### src/rtl/bcd_display_pkg.sv
// Shared constants for the BCD display scanner: segment patterns and slot phases.
// Segment bit order is {g,f,e,d,c,b,a}, active-high.
package bcd_display_pkg;

  localparam int SEG_W = 7;

  localparam logic [SEG_W-1:0] SEG_0    = 7'b0111111;
  localparam logic [SEG_W-1:0] SEG_1    = 7'b0000110;
  localparam logic [SEG_W-1:0] SEG_2    = 7'b1011011;
  localparam logic [SEG_W-1:0] SEG_3    = 7'b1001111;
  localparam logic [SEG_W-1:0] SEG_4    = 7'b1100110;
  localparam logic [SEG_W-1:0] SEG_5    = 7'b1101101;
  localparam logic [SEG_W-1:0] SEG_6    = 7'b1111101;
  localparam logic [SEG_W-1:0] SEG_7    = 7'b0000111;
  localparam logic [SEG_W-1:0] SEG_8    = 7'b1111111;
  localparam logic [SEG_W-1:0] SEG_9    = 7'b1101111;
  localparam logic [SEG_W-1:0] SEG_DASH = 7'b1000000;

  typedef enum logic {
    PH_GUARD = 1'b0,
    PH_DRIVE = 1'b1
  } slot_phase_t;

endpackage

### src/rtl/bcd_to_seg7.sv
// Combinational BCD nibble to seven-segment decoder.
// Non-decimal nibbles render as a dash so a corrupted counter is visible.
module bcd_to_seg7
  import bcd_display_pkg::*;
(
  input  logic [3:0]       bcd,
  output logic [SEG_W-1:0] seg
);

  always_comb begin
    seg = SEG_DASH;
    case (bcd)
      4'd0:    seg = SEG_0;
      4'd1:    seg = SEG_1;
      4'd2:    seg = SEG_2;
      4'd3:    seg = SEG_3;
      4'd4:    seg = SEG_4;
      4'd5:    seg = SEG_5;
      4'd6:    seg = SEG_6;
      4'd7:    seg = SEG_7;
      4'd8:    seg = SEG_8;
      4'd9:    seg = SEG_9;
      default: seg = SEG_DASH;
    endcase
  end

endmodule

### src/rtl/bcd_display_scanner.sv
// Multiplexed seven-segment scanner: two-stage capture of asynchronous counter
// outputs, once-per-frame shadow load, guarded digit slots, leading-zero blanking.
module bcd_display_scanner
  import bcd_display_pkg::*;
#(
  parameter int NDIGITS     = 4,
  parameter int REFRESH_DIV = 1000,
  parameter int GUARD       = 50
) (
  input  logic                   Clk,
  input  logic                   Clr,
  input  logic [4*NDIGITS-1:0]   Bcd,
  input  logic [NDIGITS-1:0]     Dp,
  input  logic                   Blank_En,
  output logic [SEG_W-1:0]       Seg,
  output logic                   Dp_Out,
  output logic [NDIGITS-1:0]     An,
  output logic                   Frame
);

  localparam int CAP_W = 5 * NDIGITS;
  localparam int CNT_W = $clog2(REFRESH_DIV);
  localparam int IDX_W = (NDIGITS > 1) ? $clog2(NDIGITS) : 1;

  logic [CAP_W-1:0]     s1_reg, s2_reg, shadow_reg, shadow_next;
  logic [CNT_W-1:0]     cnt_reg, cnt_next;
  logic [IDX_W-1:0]     idx_reg, idx_next;
  logic [SEG_W-1:0]     seg_reg, seg_next;
  logic [NDIGITS-1:0]   an_reg, an_next;
  logic                 dp_out_reg, dp_out_next;
  logic                 frame_reg, frame_next;

  logic                 cnt_last, idx_last, frame_edge, stable;
  logic [4*NDIGITS-1:0] shadow_bcd;
  logic [NDIGITS-1:0]   shadow_dp;
  logic [3:0]           nib [NDIGITS];
  logic [NDIGITS-1:0]   nz, sup;
  logic [3:0]           nib_sel;
  logic                 dp_sel, sup_sel;
  logic [NDIGITS-1:0]   onehot;
  logic [SEG_W-1:0]     seg_dec;
  slot_phase_t          phase;

  assign shadow_bcd = shadow_reg[4*NDIGITS-1:0];
  assign shadow_dp  = shadow_reg[CAP_W-1:4*NDIGITS];

  assign cnt_last   = (cnt_reg == CNT_W'(REFRESH_DIV - 1));
  assign idx_last   = (idx_reg == IDX_W'(NDIGITS - 1));
  assign frame_edge = cnt_last && idx_last;
  assign stable     = (s1_reg == s2_reg);

  // A digit is suppressed when it and every more significant nibble are zero.
  genvar gi;
  generate
    for (gi = 0; gi < NDIGITS; gi++) begin : g_digit
      assign nib[gi] = shadow_bcd[4*gi +: 4];
      assign nz[gi]  = |nib[gi];
      if (gi == 0) begin : g_lsd
        assign sup[gi] = 1'b0;
      end else begin : g_upper
        assign sup[gi] = Blank_En & ~(|nz[NDIGITS-1:gi]);
      end
    end
  endgenerate

  generate
    if (GUARD == 0) begin : g_no_guard
      assign phase = PH_DRIVE;
    end else begin : g_guard
      assign phase = (cnt_reg >= CNT_W'(GUARD)) ? PH_DRIVE : PH_GUARD;
    end
  endgenerate

  always_comb begin
    nib_sel = 4'd0;
    dp_sel  = 1'b0;
    sup_sel = 1'b0;
    onehot  = '0;
    for (int i = 0; i < NDIGITS; i++) begin
      if (idx_reg == IDX_W'(i)) begin
        nib_sel   = nib[i];
        dp_sel    = shadow_dp[i];
        sup_sel   = sup[i];
        onehot[i] = 1'b1;
      end
    end
  end

  bcd_to_seg7 u_dec (
    .bcd (nib_sel),
    .seg (seg_dec)
  );

  always_comb begin
    cnt_next    = cnt_last ? '0 : cnt_reg + CNT_W'(1);
    idx_next    = idx_reg;
    shadow_next = shadow_reg;
    frame_next  = frame_edge;
    seg_next    = '0;
    an_next     = '0;
    dp_out_next = 1'b0;
    if (cnt_last) begin
      idx_next = idx_last ? '0 : idx_reg + IDX_W'(1);
    end
    // An unsettled capture keeps the previous frame rather than showing a glitch.
    if (frame_edge && stable) begin
      shadow_next = s2_reg;
    end
    if (phase == PH_DRIVE) begin
      dp_out_next = dp_sel;
      if (!sup_sel) begin
        an_next  = onehot;
        seg_next = seg_dec;
      end
    end
  end

  always_ff @(posedge Clk or negedge Clr) begin
    if (!Clr) begin
      s1_reg     <= '0;
      s2_reg     <= '0;
      shadow_reg <= '0;
      cnt_reg    <= '0;
      idx_reg    <= '0;
      seg_reg    <= '0;
      an_reg     <= '0;
      dp_out_reg <= 1'b0;
      frame_reg  <= 1'b0;
    end else begin
      s1_reg     <= {Dp, Bcd};
      s2_reg     <= s1_reg;
      shadow_reg <= shadow_next;
      cnt_reg    <= cnt_next;
      idx_reg    <= idx_next;
      seg_reg    <= seg_next;
      an_reg     <= an_next;
      dp_out_reg <= dp_out_next;
      frame_reg  <= frame_next;
    end
  end

  assign Seg    = seg_reg;
  assign An     = an_reg;
  assign Dp_Out = dp_out_reg;
  assign Frame  = frame_reg;

endmodule

### config.mk
export PLATFORM = sky130hd
export DESIGN_NAME = bcd_display_scanner
export DESIGN_NICKNAME = d
export VERILOG_FILES = /design/src/rtl/bcd_display_pkg.sv /design/src/rtl/bcd_to_seg7.sv /design/src/rtl/bcd_display_scanner.sv
export SDC_FILE = /design/constraint.sdc
export NUM_CORES = 1
export LEC_CHECK = 0
export CORE_UTILIZATION = 50
export DETAILED_ROUTE_END_ITERATION = 10
export GPL_TIMING_DRIVEN = 0
export PLACE_DENSITY = 0.74
export SLEW_MARGIN = 25
export SYNTH_ARGS = -nofsm -noshare
export SYNTH_HDL_FRONTEND = slang
export SYNTH_SLANG_ARGS = --single-unit
### constraint.sdc
create_clock -name Clk -period 2.3 [get_ports Clk]
set_input_delay 0.46 -clock Clk [delete_from_list [all_inputs] [get_ports Clk]]
set_output_delay 0.46 -clock Clk [all_outputs]
set_load 0.02 [all_outputs]
==> results of run 1 <==
-- through the flow --
stage / cells / TNS, ps
final: 412 / 0
after global placement: 384 / -171820
after global routing: 412 / -1630
after detailed placement: 385 / -748
after floorplan: 269 / 0
after CTS: 403 / -26.0
-- power breakdown --
group,switching (mW),internal (mW),total (mW)
sequential,0.0259,1.53,1.55
clock,0.544,0.574,1.12
combinational,0.0433,0.0616,0.105
-- critical path, cell delays in order, from the launching register on --
cell and delay, ps:
dfrtp_1 420, ha_4 180, nand2_4 50, or4b_4 510, nor3_4 260, nand4_4 210, clkbuf_16 230, mux2_4 290
-- repair_timing --
item	4_1_cts	5_1_grt
gates resized for setup	8	27
endpoints found under the hold margin	0	0
pin swaps	2	7
hold buffers	0	0
setup endpoints to repair	7	33
buffers inserted	2	7
gates cloned	0	2
-- cell type report --
class	count	area (µm²)	share of cell area (%)
Clock inverter	5	66.3	1.49
Timing Repair Buffer	47	493	11.1
Sequential cell	85	2130	47.8
Multi-Input combinational cell	164	1390	31.3
Clock buffer	11	151	3.40
Inverter	13	52.6	1.18
Buffer	7	70.1	1.57
Tap cell	80	100	2.25
-- layer usage --
| metal | global-route usage (%) | routed length [µm] |
|---|---|---|
| met3 | 4.62 | 280 |
| met4 | 7.88 | 153 |
| met2 | 30.7 | 3360 |
| met5 | 0 | 0 |
| met1 | 23.8 | 2650 |
-- logic make-up (layout without fill, tap and decap cells) --
kind of cell | Yosys count | after routing
multiplexers | 21 | 21
XOR/XNOR | 26 | 26
buffers and inverters | 20 | 83
AO/OA/AOI/OAI | 38 | 38
flip-flops | 85 | 85
AND/OR/NAND/NOR | 68 | 68
adder cells (fa/ha/maj) | 11 | 11
-- layout by cell type (no fill, tap or decap), drive strengths merged, types with 2 or more instances in the layout --
master and n:
clkinvlp 2, nand3 6, o221ai 2, buf 15, nor4 4, inv 14
nand3b 3, nand2b 2, a21oi 12, nand2 16, nor2 17, clkbuf 16
mux2 21, nor3 6, clkdlybuf4s50 34, o21ai 13, nand4 7, xor2 2
and3 2, dfrtp 85, ha 11, o211ai 3, xnor2 24, or4b 2
-- final timing paths --
kind                            startpoint              to  slack [ps]  cells past startpoint
worst max-delay path            cnt_reg[0]  shadow_reg[12]          10                      7
worst min-delay path                   Clr          Seg[3]          60                      1
worst max register to register  cnt_reg[0]  shadow_reg[12]          10                      7
worst min register to register  s1_reg[14]      s2_reg[14]         390                      0
max in group asynchronous              Clr      s2_reg[16]        1660                      2
min in group Clk                s1_reg[14]      s2_reg[14]         390                      0
==> impl_metrics.json, run 1 <==
{
  "status": "complete, no violations",
  "portBuffers": 35,
  "rows": 30,
  "relSlewSlack_pct": 68.4,
  "p_leak_nw": 2.08,
  "min_period_ps": 2290,
  "synth_top_family_by_area": "simple AND/OR/NAND/NOR gates",
  "critical_path_class": "flop to flop",
  "syn_nets": 303,
  "yosysWarnings": 0,
  "ys_top_cells_by_count": "85 x dfrtp_1, 24 x xnor2_1, 20 x mux2_4",
  "grt_usage_pct": 18.7,
  "skew_ps": 7.74,
  "p_per_area_nw_per_um2": 624,
  "antenna_left": 0,
  "synth_xor_area_share_pct": 6.53,
  "fin_area_um2": 4460,
  "vias_per_cell": 5.37,
  "synthSimpleGateAreaFrac_pct": 10.4,
  "antenna_cells": 0,
  "crit_fanout": 5,
  "post-route-util_pct": 65.9,
  "crit_arrival_ps": 2530,
  "core-area_um2": 6760,
  "synth_top_area_share_pct": 61.0,
  "fin_hold_ws_ps": 60.4,
  "end_kind": "flop",
  "clock_path_buffers": 2,
  "drc": 0,
  "rsz0062_at_grt": "true",
  "drt-initial-drc-count": 132,
  "placed_cell_area_um2": 3970,
  "setup_violations": 0,
  "yosysMostFrequentCell": "dfrtp_1",
  "synth_area_um2": 3490,
  "syn_inst": 269,
  "start_util_pct": 51.6,
  "ys_ff_latch": 85,
  "drive_gt1_share_pct": 23.5,
  "vdd_drop_max_mv": 0.390,
  "hpwl_um": 4220,
  "grt_overflow_total": 0,
  "hp-class": "primary input to asynchronous set/reset pin",
  "start_kind": "flop",
  "gp_congestion": 0.850,
  "synth_area_leaders": "dfrtp_1 61%, mux2_4 8.6%, xnor2_1 6.0%",
  "worst_slew_pin_slew_ps": 474,
  "period_share_pct": 99.5,
  "fp.dieH_um": 85.5,
  "grt_pass1_vias": 2193,
  "synth_largest_area_cell": "dfrtp_1",
  "synth_mux_area_share_pct": 8.93,
  "maxCapViolCount": 0,
  "drt_wl_total_um": 6440,
  "clock-root-buffer": "clkbuf_8",
  "synthAdderAreaFrac_pct": 3.95,
  "clkLatencyLatePin_ps": 360,
  "setup_ws_ps": 11.3,
  "cts_htree_levels": 3,
  "vias": 2212,
  "fillers": 497,
  "dp_slack_ps": -297,
  "ys_seq_area_share_pct": 61.0,
  "synth-main-ff-cell": "dfrtp_1",
  "grt_max_degree": 50,
  "slew_viol_final": 0,
  "cts_buffers": 9,
  "grt_pass1_wl_um": 10400,
  "routedWlPerCell_um": 15.6,
  "async_reset_ff_share_pct": 100,
  "synthToLayoutAreaGrowth_pct": 27.7,
  "fmax_mhz": 437,
  "worstPathRequired_ps": 2540,
  "nNetsFinal": 361,
  "synth_cell_types": 38,
  "die-area_um2": 7310,
  "fp.dieW_um": 85.5,
  "synth_compound_area_share_pct": 6.53,
  "cts_sinks": 85,
  "dr.pass1.iters": 5,
  "io_pins": 36,
  "synth_edf_count": 0,
  "total_power_mw": 2.78,
  "syn_area_per_cell_um2": 13.0,
  "grt_antenna_before_repair": 0,
  "hold_viol_final": 0,
  "cts_tree": "built",
  "clk_pin_slew_ps": 90
}
Power figures use the tool's default switching activity.
==> run 2, diff against run 1 <==
TNS_END_PERCENT = 10   (was default)
==> impl_metrics.json, run 2 (synthesized netlist as in run 1, its figures left out) <==
{
  "fin_hold_ws_ps": 58.9,
  "clock_path_buffers": 2,
  "maxCapViolCount": 0,
  "p_leak_nw": 2.01,
  "drive_gt1_share_pct": 22.0,
  "die-area_um2": 7310,
  "cts_tree": "built",
  "portBuffers": 35,
  "fin_area_um2": 4340,
  "grt_pass1_vias": 2193,
  "routedWlPerCell_um": 14.7,
  "gp_congestion": 0.850,
  "vias_per_cell": 5.24,
  "total_power_mw": 2.78,
  "relSlewSlack_pct": 68.3,
  "reg2reg_to": "shadow_reg[16]",
  "grt_usage_pct": 18.7,
  "ff2ff_path_depth": 7,
  "io_pins": 36,
  "fp.dieH_um": 85.5,
  "critical_path_class": "flop to flop",
  "grt_overflow_total": 0,
  "period_share_pct": 97.1,
  "seq_area_um2": 2130,
  "skew_ps": 8.01,
  "vias": 2134,
  "layout.cells.non_filler": 407,
  "worst_slew_pin_slew_ps": 475,
  "worstPathRequired_ps": 2540,
  "dr.pass1.iters": 4,
  "crit_arrival_ps": 2470,
  "r2r_setup_slack_ps": 70,
  "hold_viol_final": 0,
  "clock-root-buffer": "clkbuf_8",
  "rr_startpoint": "cnt_reg[1]",
  "multi_input_area_um2": 1370,
  "rows": 30,
  "setup_tns_ps": 0,
  "fp.dieW_um": 85.5,
  "crit_fanout": 10,
  "vdd_drop_max_mv": 0.390,
  "cts_sinks": 85,
  "core-area_um2": 6760,
  "end_kind": "flop",
  "status": "complete, no violations",
  "grt_pass1_wl_um": 10400,
  "grt_antenna_before_repair": 0,
  "clkLatencyLatePin_ps": 350,
  "cts_buffers": 9,
  "hp-class": "primary input to asynchronous set/reset pin",
  "drc": 0,
  "fmax_mhz": 448,
  "fillers": 517,
  "synthToLayoutAreaGrowth_pct": 24.4,
  "cts_htree_levels": 3,
  "drt_wl_total_um": 5980,
  "hpwl_um": 4220,
  "drt-initial-drc-count": 113,
  "final_common_cell": "dfrtp_1",
  "nNetsFinal": 356,
  "placed_cell_area_um2": 3970,
  "antenna_left": 0,
  "cts_hold_buf": 0,
  "start_util_pct": 51.6,
  "clk_pin_slew_ps": 90,
  "min_period_ps": 2230,
  "setup_violations": 0,
  "p_per_area_nw_per_um2": 640,
  "antenna_cells": 0,
  "place_inst": 385,
  "grt_max_degree": 50,
  "start_kind": "flop",
  "final_cell_mix": "85 x dfrtp_1, 34 x clkdlybuf4s50_1, 24 x xnor2_1, 20 x mux2_4",
  "rsz0062_at_grt": "true",
  "slew_viol_final": 0
}
-- run 2: area by class of cell --
class,instances,share of cell area (%)
Clock buffer,11,3.49
Inverter,13,1.21
Tap cell,80,2.31
Multi-Input combinational cell,164,31.5
Buffer,7,1.24
Sequential cell,85,49.0
Timing Repair Buffer,42,9.69
Clock inverter,5,1.53
-- run 2: critical path: stages (launching register included) --
cell and delay, ps:
dfrtp_1 400, ha_2 220, nand2_1 80, or4b_4 560
nor3_4 210, nand4_2 150, buf_6 200, mux2_4 300
-- run 2: worst max path at each step --
stage | start | endpoint | slack (ps)
2_1_floorplan | idx_reg[1] | Seg[3] | 80
3_3_place_gp | Clr | s1_reg[13] | -2020
3_5_place_dp | idx_reg[1] | Seg[3] | -300
4_1_cts | idx_reg[1] | Seg[3] | -20
5_1_grt | idx_reg[0] | Seg[3] | -30
6_report | cnt_reg[1] | shadow_reg[16] | 70
-- run 2: metal layers --
layer | part of all wire, % | up-vias | global-route usage (%)
met1 | 44 | 1032 | 23.8
met5 | 0 | - | 0
li1 | - | 1033 | -
met3 | 4.1 | 8 | 4.62
met4 | 1.6 | 0 | 7.88
met2 | 50 | 61 | 30.7
-- run 2: per-stage QoR --
step | setup slack [ps] | utilization, %
global route | -34.2 | 64.2
finish | 66.6 | 64.2
CTS | -16.5 | 62.8
floorplan | 83.1 | -
detailed placement | -297 | 58.8
global placement | -2020 | 58.4
-- run 2: repair_timing --
| action | 4_1_cts | 5_1_grt |
|---|---|---|
| cloned | 0 | 0 |
| gates resized for setup | 8 | 20 |
| endpoints found under the setup margin | 7 | 33 |
| setup buffers | 2 | 4 |
| pin swaps | 2 | 4 |
| endpoints found under the hold margin | 0 | 0 |
-- run 2: report_power, final --
group | internal (mW) | switching (mW)
Sequential | 1.53 | 0.0261
Clock | 0.574 | 0.543
Combinational | 0.0616 | 0.0436
Total | 2.16 | 0.612
